$ cat src/rtl/dvsd_irq_pkg.sv
// rtl/dvsd_irq_pkg.sv - shared constants and state type for the interrupt controller
package dvsd_irq_pkg;

   localparam int N_SRC = 8;
   localparam int VEC_W = 3;

   localparam logic [N_SRC-1:0] MASK_RST = 8'h00;

   typedef enum logic [1:0] {
      IDLE,
      ARB,
      WAIT,
      CLR
   } irq_state_t;

endpackage

$ cat src/rtl/dvsd_irq_pick.sv
// rtl/dvsd_irq_pick.sv - 8-to-3 pick: first set bit of eff searching down from base with wrap
module dvsd_irq_pick
   import dvsd_irq_pkg::*;
(
   input  logic [N_SRC-1:0] eff,
   input  logic [VEC_W-1:0] base,
   output logic [VEC_W-1:0] vec,
   output logic             valid
);

   logic [VEC_W-1:0] idx;

   always_comb begin
      vec   = '0;
      valid = 1'b0;
      idx   = '0;
      // base, base-1, ... wrapping through 0 back to base+1
      for (int i = 0; i < N_SRC; i++) begin
         idx = base - VEC_W'(i);
         if (!valid && eff[idx]) begin
            vec   = idx;
            valid = 1'b1;
         end
      end
   end

endmodule

$ cat src/rtl/dvsd_irq_ctrl.sv
// rtl/dvsd_irq_ctrl.sv - eight-source interrupt controller with ack handshake and timeout
// Optional rotating priority: DVSD_IRQ_RR_EN.
module dvsd_irq_ctrl
   import dvsd_irq_pkg::*;
#(
   parameter int SYNC_STAGES = 2,
   parameter int ACK_TIMEOUT = 16
) (
   input  logic             clk,
   input  logic             rst,
   input  logic [N_SRC-1:0] req,
   input  logic             en,
   input  logic             mask_wr,
   input  logic [N_SRC-1:0] mask_din,
   output logic [N_SRC-1:0] mask_q,
   output logic [N_SRC-1:0] pend,
   output logic             irq,
   output logic [VEC_W-1:0] vec,
   input  logic             ack,
   output logic             busy,
   output logic             tmo
);

   localparam int CNT_W = (ACK_TIMEOUT > 2) ? $clog2(ACK_TIMEOUT) : 1;

   logic [N_SRC-1:0] sync_q [SYNC_STAGES];
   logic [N_SRC-1:0] edge_q, rise, eff, clr_bits;
   logic [N_SRC-1:0] mask_r, pend_r;
   irq_state_t       state, state_n;
   logic             irq_r, irq_n, tmo_r, tmo_n, clr;
   logic [VEC_W-1:0] vec_r, vec_n, base, pick_vec;
   logic             pick_valid;
   logic [CNT_W-1:0] cnt, cnt_n;

   always_ff @(posedge clk or posedge rst) begin
      if (rst) begin
         for (int s = 0; s < SYNC_STAGES; s++) sync_q[s] <= '0;
         edge_q <= '0;
      end else begin
         sync_q[0] <= req;
         for (int s = 1; s < SYNC_STAGES; s++) sync_q[s] <= sync_q[s-1];
         edge_q <= sync_q[SYNC_STAGES-1];
      end
   end

   assign rise     = sync_q[SYNC_STAGES-1] & ~edge_q;
   assign eff      = pend_r & ~mask_r;
   assign clr_bits = clr ? (N_SRC'(1) << vec_r) : '0;

   // a fresh edge on the source being cleared keeps it pending
   always_ff @(posedge clk or posedge rst) begin
      if (rst) begin
         pend_r <= '0;
         mask_r <= MASK_RST;
      end else begin
         pend_r <= (pend_r & ~clr_bits) | rise;
         if (mask_wr) mask_r <= mask_din;
      end
   end

`ifdef DVSD_IRQ_RR_EN
   always_ff @(posedge clk or posedge rst) begin
      if (rst)      base <= VEC_W'(N_SRC-1);
      else if (clr) base <= vec_r - 1'b1;
   end
`else
   assign base = VEC_W'(N_SRC-1);
`endif

   dvsd_irq_pick u_pick (
      .eff   (eff),
      .base  (base),
      .vec   (pick_vec),
      .valid (pick_valid)
   );

   always_ff @(posedge clk or posedge rst) begin
      if (rst) begin
         state <= IDLE;
         irq_r <= 1'b0;
         vec_r <= '0;
         tmo_r <= 1'b0;
         cnt   <= '0;
      end else begin
         state <= state_n;
         irq_r <= irq_n;
         vec_r <= vec_n;
         tmo_r <= tmo_n;
         cnt   <= cnt_n;
      end
   end

   always_comb begin
      state_n = state;
      irq_n   = irq_r;
      vec_n   = vec_r;
      tmo_n   = 1'b0;
      cnt_n   = cnt;
      clr     = 1'b0;
      unique case (state)
         IDLE: if (en && eff != '0) state_n = ARB;
         ARB: begin
            cnt_n = '0;
            // eff can vanish if the mask changed on the way into ARB
            if (pick_valid) begin
               vec_n   = pick_vec;
               irq_n   = 1'b1;
               state_n = WAIT;
            end else begin
               state_n = IDLE;
            end
         end
         WAIT: begin
            if (ack) begin
               clr     = 1'b1;
               irq_n   = 1'b0;
               state_n = CLR;
            end else if (ACK_TIMEOUT != 0 && cnt == CNT_W'(ACK_TIMEOUT-1)) begin
               tmo_n   = 1'b1;
               irq_n   = 1'b0;
               state_n = IDLE;
            end else begin
               cnt_n = cnt + 1'b1;
            end
         end
         CLR:     state_n = IDLE;
         default: state_n = IDLE;
      endcase
   end

   assign mask_q = mask_r;
   assign pend   = pend_r;
   assign irq    = irq_r;
   assign vec    = vec_r;
   assign tmo    = tmo_r;
   assign busy   = (state != IDLE);

endmodule

$ cat config.mk
export PLATFORM = sky130hd
export DESIGN_NAME = dvsd_irq_ctrl
export DESIGN_NICKNAME = d
export VERILOG_FILES = /design/src/rtl/dvsd_irq_pkg.sv /design/src/rtl/dvsd_irq_pick.sv /design/src/rtl/dvsd_irq_ctrl.sv
export SDC_FILE = /design/constraint.sdc
export NUM_CORES = 1
export LEC_CHECK = 0
export CORE_ASPECT_RATIO = 1.2
export CORE_MARGIN = 4
export CORE_UTILIZATION = 52
export CTS_BUF_LIST = sky130_fd_sc_hd__clkbuf_4
export DETAILED_ROUTE_END_ITERATION = 6
export HOLD_SLACK_MARGIN = 0.06
export PLACE_DENSITY = 0.93
export SKIP_LAST_GASP = 1
export SYNTH_ARGS = -nofsm -noshare
export SYNTH_HDL_FRONTEND = slang
export SYNTH_SLANG_ARGS = --single-unit
$ cat constraint.sdc
create_clock -name clk -period 2.1 [get_ports clk]
set_clock_uncertainty 0.1 [all_clocks]
set_input_delay 0.42 -clock clk [delete_from_list [all_inputs] [get_ports clk]]
set_output_delay 0.42 -clock clk [all_outputs]
set_load 0.005 [all_outputs]
# Word level (Yosys, flattened, before mapping)
# Index checks and enable logic that the tools add are counted.
# Widths: inputs -> output; s select.
[totals]
ff_bits = 51
inputBits = 21
out_inout_bits = 22
word_cells = 85
[op_classes]
add_sub_neg = 1
n_eq_ne = 9
shift = 1
mux = 34
bitwise = 7
reduce_logical = 23
[ops]
columns = ["operator", "n"]
rows = [
  ["$and 8x8->8", 3],
  ["$mux 3", 8],
  ["$not 8->8", 3],
  ["$mux 1", 16],
  ["$logic_and 1x1->1", 8],
  ["$mux 2", 4],
  ["$mux 4", 2],
  ["$mux 8", 1],
  ["$ne 2x2->1 const B", 4],
  ["$or 8x8->8", 1],
  ["$pmux 2 s4", 1],
  ["$pmux 4 s2", 1],
  ["$reduce_bool 8->1", 1],
  ["$shl 1x3->8 const A", 1],
  ["$logic_not 1->1", 7],
  ["$reduce_and 3->1", 2],
  ["$add 4x1->4 const B", 1],
  ["$eq 2x2->1 const B", 2],
  ["$eq 4x4->1 const B", 1],
  ["$reduce_and 2->1", 2],
  ["$reduce_bool 2->1", 2],
  ["$ne 3x3->1 const B", 1],
  ["$eq 2x1->1 const B", 1],
  ["$logic_not 2->1", 1],
  ["$pmux 1 s2", 1],
]

# Depth between registers and ports, before layout
[logic_depth]
ltp_word = 26
depth_mapped = 7
depth_no_buf = 6

# Hierarchy
# Synthesis repeated with hierarchy kept, for this count alone.
[hier_totals]
cells_unflattened = 273
hier_area_um2 = 3088.0
[modules_own_cells]
columns = ["module", "n_inst", "cells_per_inst", "area_each_um2", "seq_area_each_um2"]
rows = [
  ["dvsd_irq_ctrl", 1, 160, 2038.2, 1276.2],
  ["dvsd_irq_pick", 1, 113, 1049.8, 0.0],
]

# Least setup slack after synthesis
# Ideal clock, no wire load.
[synth_path]
path_kind = "register to register"
startpoint = "register state[0]"
endpoint = "register pend_r[0] (netlist: pend[0])"
setup_ns = 0.133
arrival_time_ns = 1.413
required_ns = 1.867
path_slack_ns = 0.454
stages_incl_launch_ff = 8
path_buffers = 1
period_less_slack_ns = 1.646
path_cell_list = "dfrtp_1 inv_1 ha_1 buf_2 nand2_1 or2_2 o31ai_1 o21ai_0"
[synth_between]
elab_chain_len = 6
[synth_lines]
columns = ["item", "line_no", "source"]
rows = [
  ["start: declaration", "dvsd_irq_ctrl.sv:29", "irq_state_t state, state_n;"],
  ["start signal: assignment", "dvsd_irq_ctrl.sv:85", "state <= state_n;"],
  ["$eq 2x2->1", "dvsd_irq_ctrl.sv:100", "unique case (state)"],
  ["$mux 1", "dvsd_irq_ctrl.sv:100", ""],
  ["$mux 8", "dvsd_irq_ctrl.sv:48", "assign clr_bits = clr ? (N_SRC'(1) << vec_r) : '0;"],
  ["$not 8->8", "dvsd_irq_ctrl.sv:56", "pend_r <= (pend_r & ~clr_bits) | rise;"],
  ["$and 8x8->8", "dvsd_irq_ctrl.sv:56", ""],
  ["$or 8x8->8", "dvsd_irq_ctrl.sv:56", ""],
  ["end signal: assignment", "dvsd_irq_ctrl.sv:56", ""],
  ["end: declaration", "dvsd_irq_ctrl.sv:28", "logic [N_SRC-1:0] mask_r, pend_r;"],
]
# Every way passes these cells.
# A chain may end at the register's enable or synchronous reset.

# Final worst setup path
[layout_path]
startpoint = "register state[0]"
endpoint = "output port busy"
[layout_between]
elab_chain_len = 1
[layout_lines]
columns = ["item", "line_no", "source"]
rows = [
  ["$reduce_bool 2->1", "dvsd_irq_ctrl.sv:136", "assign busy = (state != IDLE);"],
  ["end: declaration", "dvsd_irq_ctrl.sv:20", "output logic busy,"],
]
# Every way passes these cells.

==> impl_metrics.tcl <==
set metrics [dict create \
    syn_inst 161 \
    die_x_um 64.9 \
    slew_violations 0 \
    wl_per_cell_um 14.5 \
    yosys_warnings 0 \
    fin_cells 265 \
    reg2reg_from "state[1]$_DFFE_PP0P_" \
    drv_cap 0 \
    grt_pass1_wl_mm 6.66 \
    firstDrtPassIters 4 \
    synth-xor-area-share_pct 0 \
    critPathMostFrequentCell "inv_1" \
    slew_headroom_pct 73.3 \
    status "completed" \
    avgSynthCellArea_um2 12.5 \
    dp_hpwl_mm 2.88 \
    port_buffers 42 \
    clk_pin_slew_ps 140 \
    drive_gt1_share_pct 16.4 \
    synthMuxAreaShare_pct 6.20 \
    grt.overflow.total 0 \
    end_kind "output pin" \
    grt_busiest_layer "met2" \
    pin_count 43 \
    core_area_um2 3690 \
    yosysUniqueCellTypes 34 \
    numClockSinks 51 \
    rows 24 \
    yosys.area_share.simple_pct 11.2 \
    synthFlopType "dfrtp_1" \
    critical_path.cell_chain "inv_1 -> ha_2 -> inv_1 -> dlygate4sd2_1" \
    grt_usage_pct 17.9 \
    wl_mm 3.85 \
    path_max_fanout 4 \
    yosysSeqAreaShare_pct 63.2 \
    dieArea_um2 4950 \
    initial_utilization_pct 54.7 \
    synth_top_family_by_area "compound AO/OA/AOI/OAI gates" \
    seq_area_um2 1280 \
    num-fill-cells 270 \
    synth_compound_area_share_pct 12.8 \
    nets 238 \
    clock_path_buffers 2 \
    ir_drop_uv 476 \
    gp_congestion 0.864 \
    multi_input_area_um2 673 \
    grt_pass1_vias 1442 \
    area_growth_pct 28.4 \
    antennaDiodeCount 0 \
    numCtsBuffers 5 \
    ctsHtreeMaxLevel 2 \
    antenna_found_initial 0 \
    crit_type "reg -> out" \
    clockPowerShare_pct 17.0 \
    vias_per_cell 5.26 \
    netlist_area_um2 2020 \
    grt_max_degree 36 \
    start_kind "register" \
    crit_path_max_incr_delay_ps 410 \
    cts_root_buf "clkbuf_4" \
    ys_ff_latch 51 \
    setup_tns_ps 0 \
    fin_crit_ps 1950 \
    p_per_area_nw_per_um2 934 \
    cp.required_ps 1580 \
    async_reset_ff_share_pct 100 \
    vias 1394 \
    worst_pin_slew_ps 401 \
    grtUsageMet2_pct 29.5 \
    r2r-end "state[1]$_DFFE_PP0P_" \
    ant_nets 0 \
    hold_class "in -> async" \
    max_freq_mhz 513 \
    cp.arrival_ps 1430 \
    hold_violations 0 \
    synth_edf_count 0 \
    setup_viol 0 \
    pwr-share-seq_pct 50.8 \
    syn_nets 187 \
    r2r_slack_ps 300 \
    swShare_pct 32.1 \
    power.switching_w 0.000778 \
    drc 0 \
    r2r_cells 7 \
    comb_power_share_pct 32.3 \
    leakagePower_nw 1.15 \
    fin_crit_sh_pct 92.9 \
    dp.cells 255 \
    rsz0062_at_grt "no" \
    grt_use_met3_pct 6.19 \
    cts_tree "done" \
    drt-initial-drc-count 54 \
    critical_path.slowest_cell "dfrtp_1" \
    synthAdderAreaFrac_pct 3.10 \
    p_int_w 0.00164 \
    clkLatencyLatePin_ps 370 \
    die_h_um 76.3 \
    met1_usage_pct 20.4 \
]
==> power by group through the flow <==
stage,Combinational (W),Clock [W],Sequential (W)
after global routing,0.000871,0.000489,0.00125
after CTS,0.000788,0.000429,0.00123
final,0.000782,0.000411,0.00123
after global placement,0.000729,0,0.00124
after floorplan,0.000438,0,0.00122
after detailed placement,0.000757,0,0.00125
==> sequential cells by signal, summed over array words and instances (netlist names) <==
signal  flops
vec         3
cnt         4
state       2
edge_q      8
mask_q      8
sync_q     16
tmo         1
pend        8
irq         1
==> synth_stat cells (2+ instances only) <==
| cell type | count | area [um^2] |
|---|---|---|
| dfrtp_1 | 51 | 1280 |
| inv_1 | 17 | 63.8 |
| nand2_1 | 17 | 63.8 |
| o21ai_0 | 17 | 85.1 |
| mux2_2 | 8 | 90.1 |
| ha_1 | 5 | 62.6 |
| nand3_1 | 5 | 25.0 |
| a22o_1 | 4 | 35.0 |
| or2b_2 | 4 | 35.0 |
| a21oi_1 | 3 | 15.0 |
| a31oi_1 | 3 | 18.8 |
| mux2i_1 | 2 | 20.0 |
| nand2b_1 | 2 | 12.5 |
| nor2_1 | 2 | 7.51 |
| o31ai_1 | 2 | 15.0 |
==> timing repair <==
action | in CTS | in global routing
setup endpoints to repair | 1 | 0
setup buffers | 2 | 0
gates resized for setup | 2 | 0
hold buffers | 0 | 0
==> layer usage <==
metal | up-vias | routed length (um)
met5 | - | 0
met4 | 0 | 80
met3 | 8 | 244
met2 | 49 | 2000
met1 | 680 | 1520
li1 | 657 | -
==> metrics by stage <==
stage / instance area (um^2) / hold slack (ps) / util (%) / worst slack (ps) / total power [W]
2_1_floorplan: 2020 / 231 / - / 350 / 0.00166
3_3_place_gp: 2520 / 232 / 68.3 / 114 / 0.00197
3_5_place_dp: 2520 / 236 / 68.3 / 92.5 / 0.00201
4_1_cts: 2590 / 240 / 70.2 / 145 / 0.00244
5_1_grt: 2590 / 241 / 70.2 / 44.8 / 0.00261
6_report: 2590 / 232 / 70.2 / 150 / 0.00242
==> final cells by class <==
type,instances,share of cell area (%)
sequential,51,49.2
multi-input combinational,91,26.0
timing repair buffer,46,17.8
tap,52,2.51
inverter,17,2.46
clock buffer,5,1.45
clock inverter,3,0.579
==> worst max-delay path by stage <==
stage,startpoint,to,slack [ps],cells past startpoint
6_report,state[0]$_DFFE_PP0P_,busy,150,4
3_5_place_dp,ack,cnt[3]$_DFFE_PP0P_,90,5
5_1_grt,state[0]$_DFFE_PP0P_,busy,40,4
4_1_cts,state[0]$_DFFE_PP0P_,busy,150,4
3_3_place_gp,ack,state[1]$_DFFE_PP0P_,110,6
2_1_floorplan,rst,cnt[0]$_DFFE_PP0P_,350,1
==> cell usage in the layout, fill, tap and decap left out, drive strengths merged <==
master          n
or2b            4
dfrtp          51
nor3            2
o21ai          17
clkbuf          5
clkinv          2
inv            17
o22ai           1
a22o            5
buf             4
o211ai          1
nand3           6
dlygate4sd2     1
nand2b          4
o2111ai         1
nor2            2
nor2b           1
clkinvlp        1
nand4           1
o31ai           3
o221ai          1
mux2            9
and2b           1
nand2          17
a21oi           4
ha              5
clkdlybuf4s50  41
mux2i           2
or2             1
a31oi           3
==> kinds of logic (layout without fill, tap and decap cells) <==
logic type | Yosys count | count (layout)
AOI/OAI and AO/OA | 36 | 36
muxes | 11 | 11
and+or+nand+nor | 39 | 39
adders and majority gates | 5 | 5
DFF | 51 | 51
buffers and inverters | 19 | 71
==> critical path: cells and delay by family, from the launching register on <==
family                   cells  cell delay [ps]
buffers and inverters        3              450
adder cells (fa/ha/maj)      1              210
flip-flops                   1              410
Power figures use the tool's default switching activity.
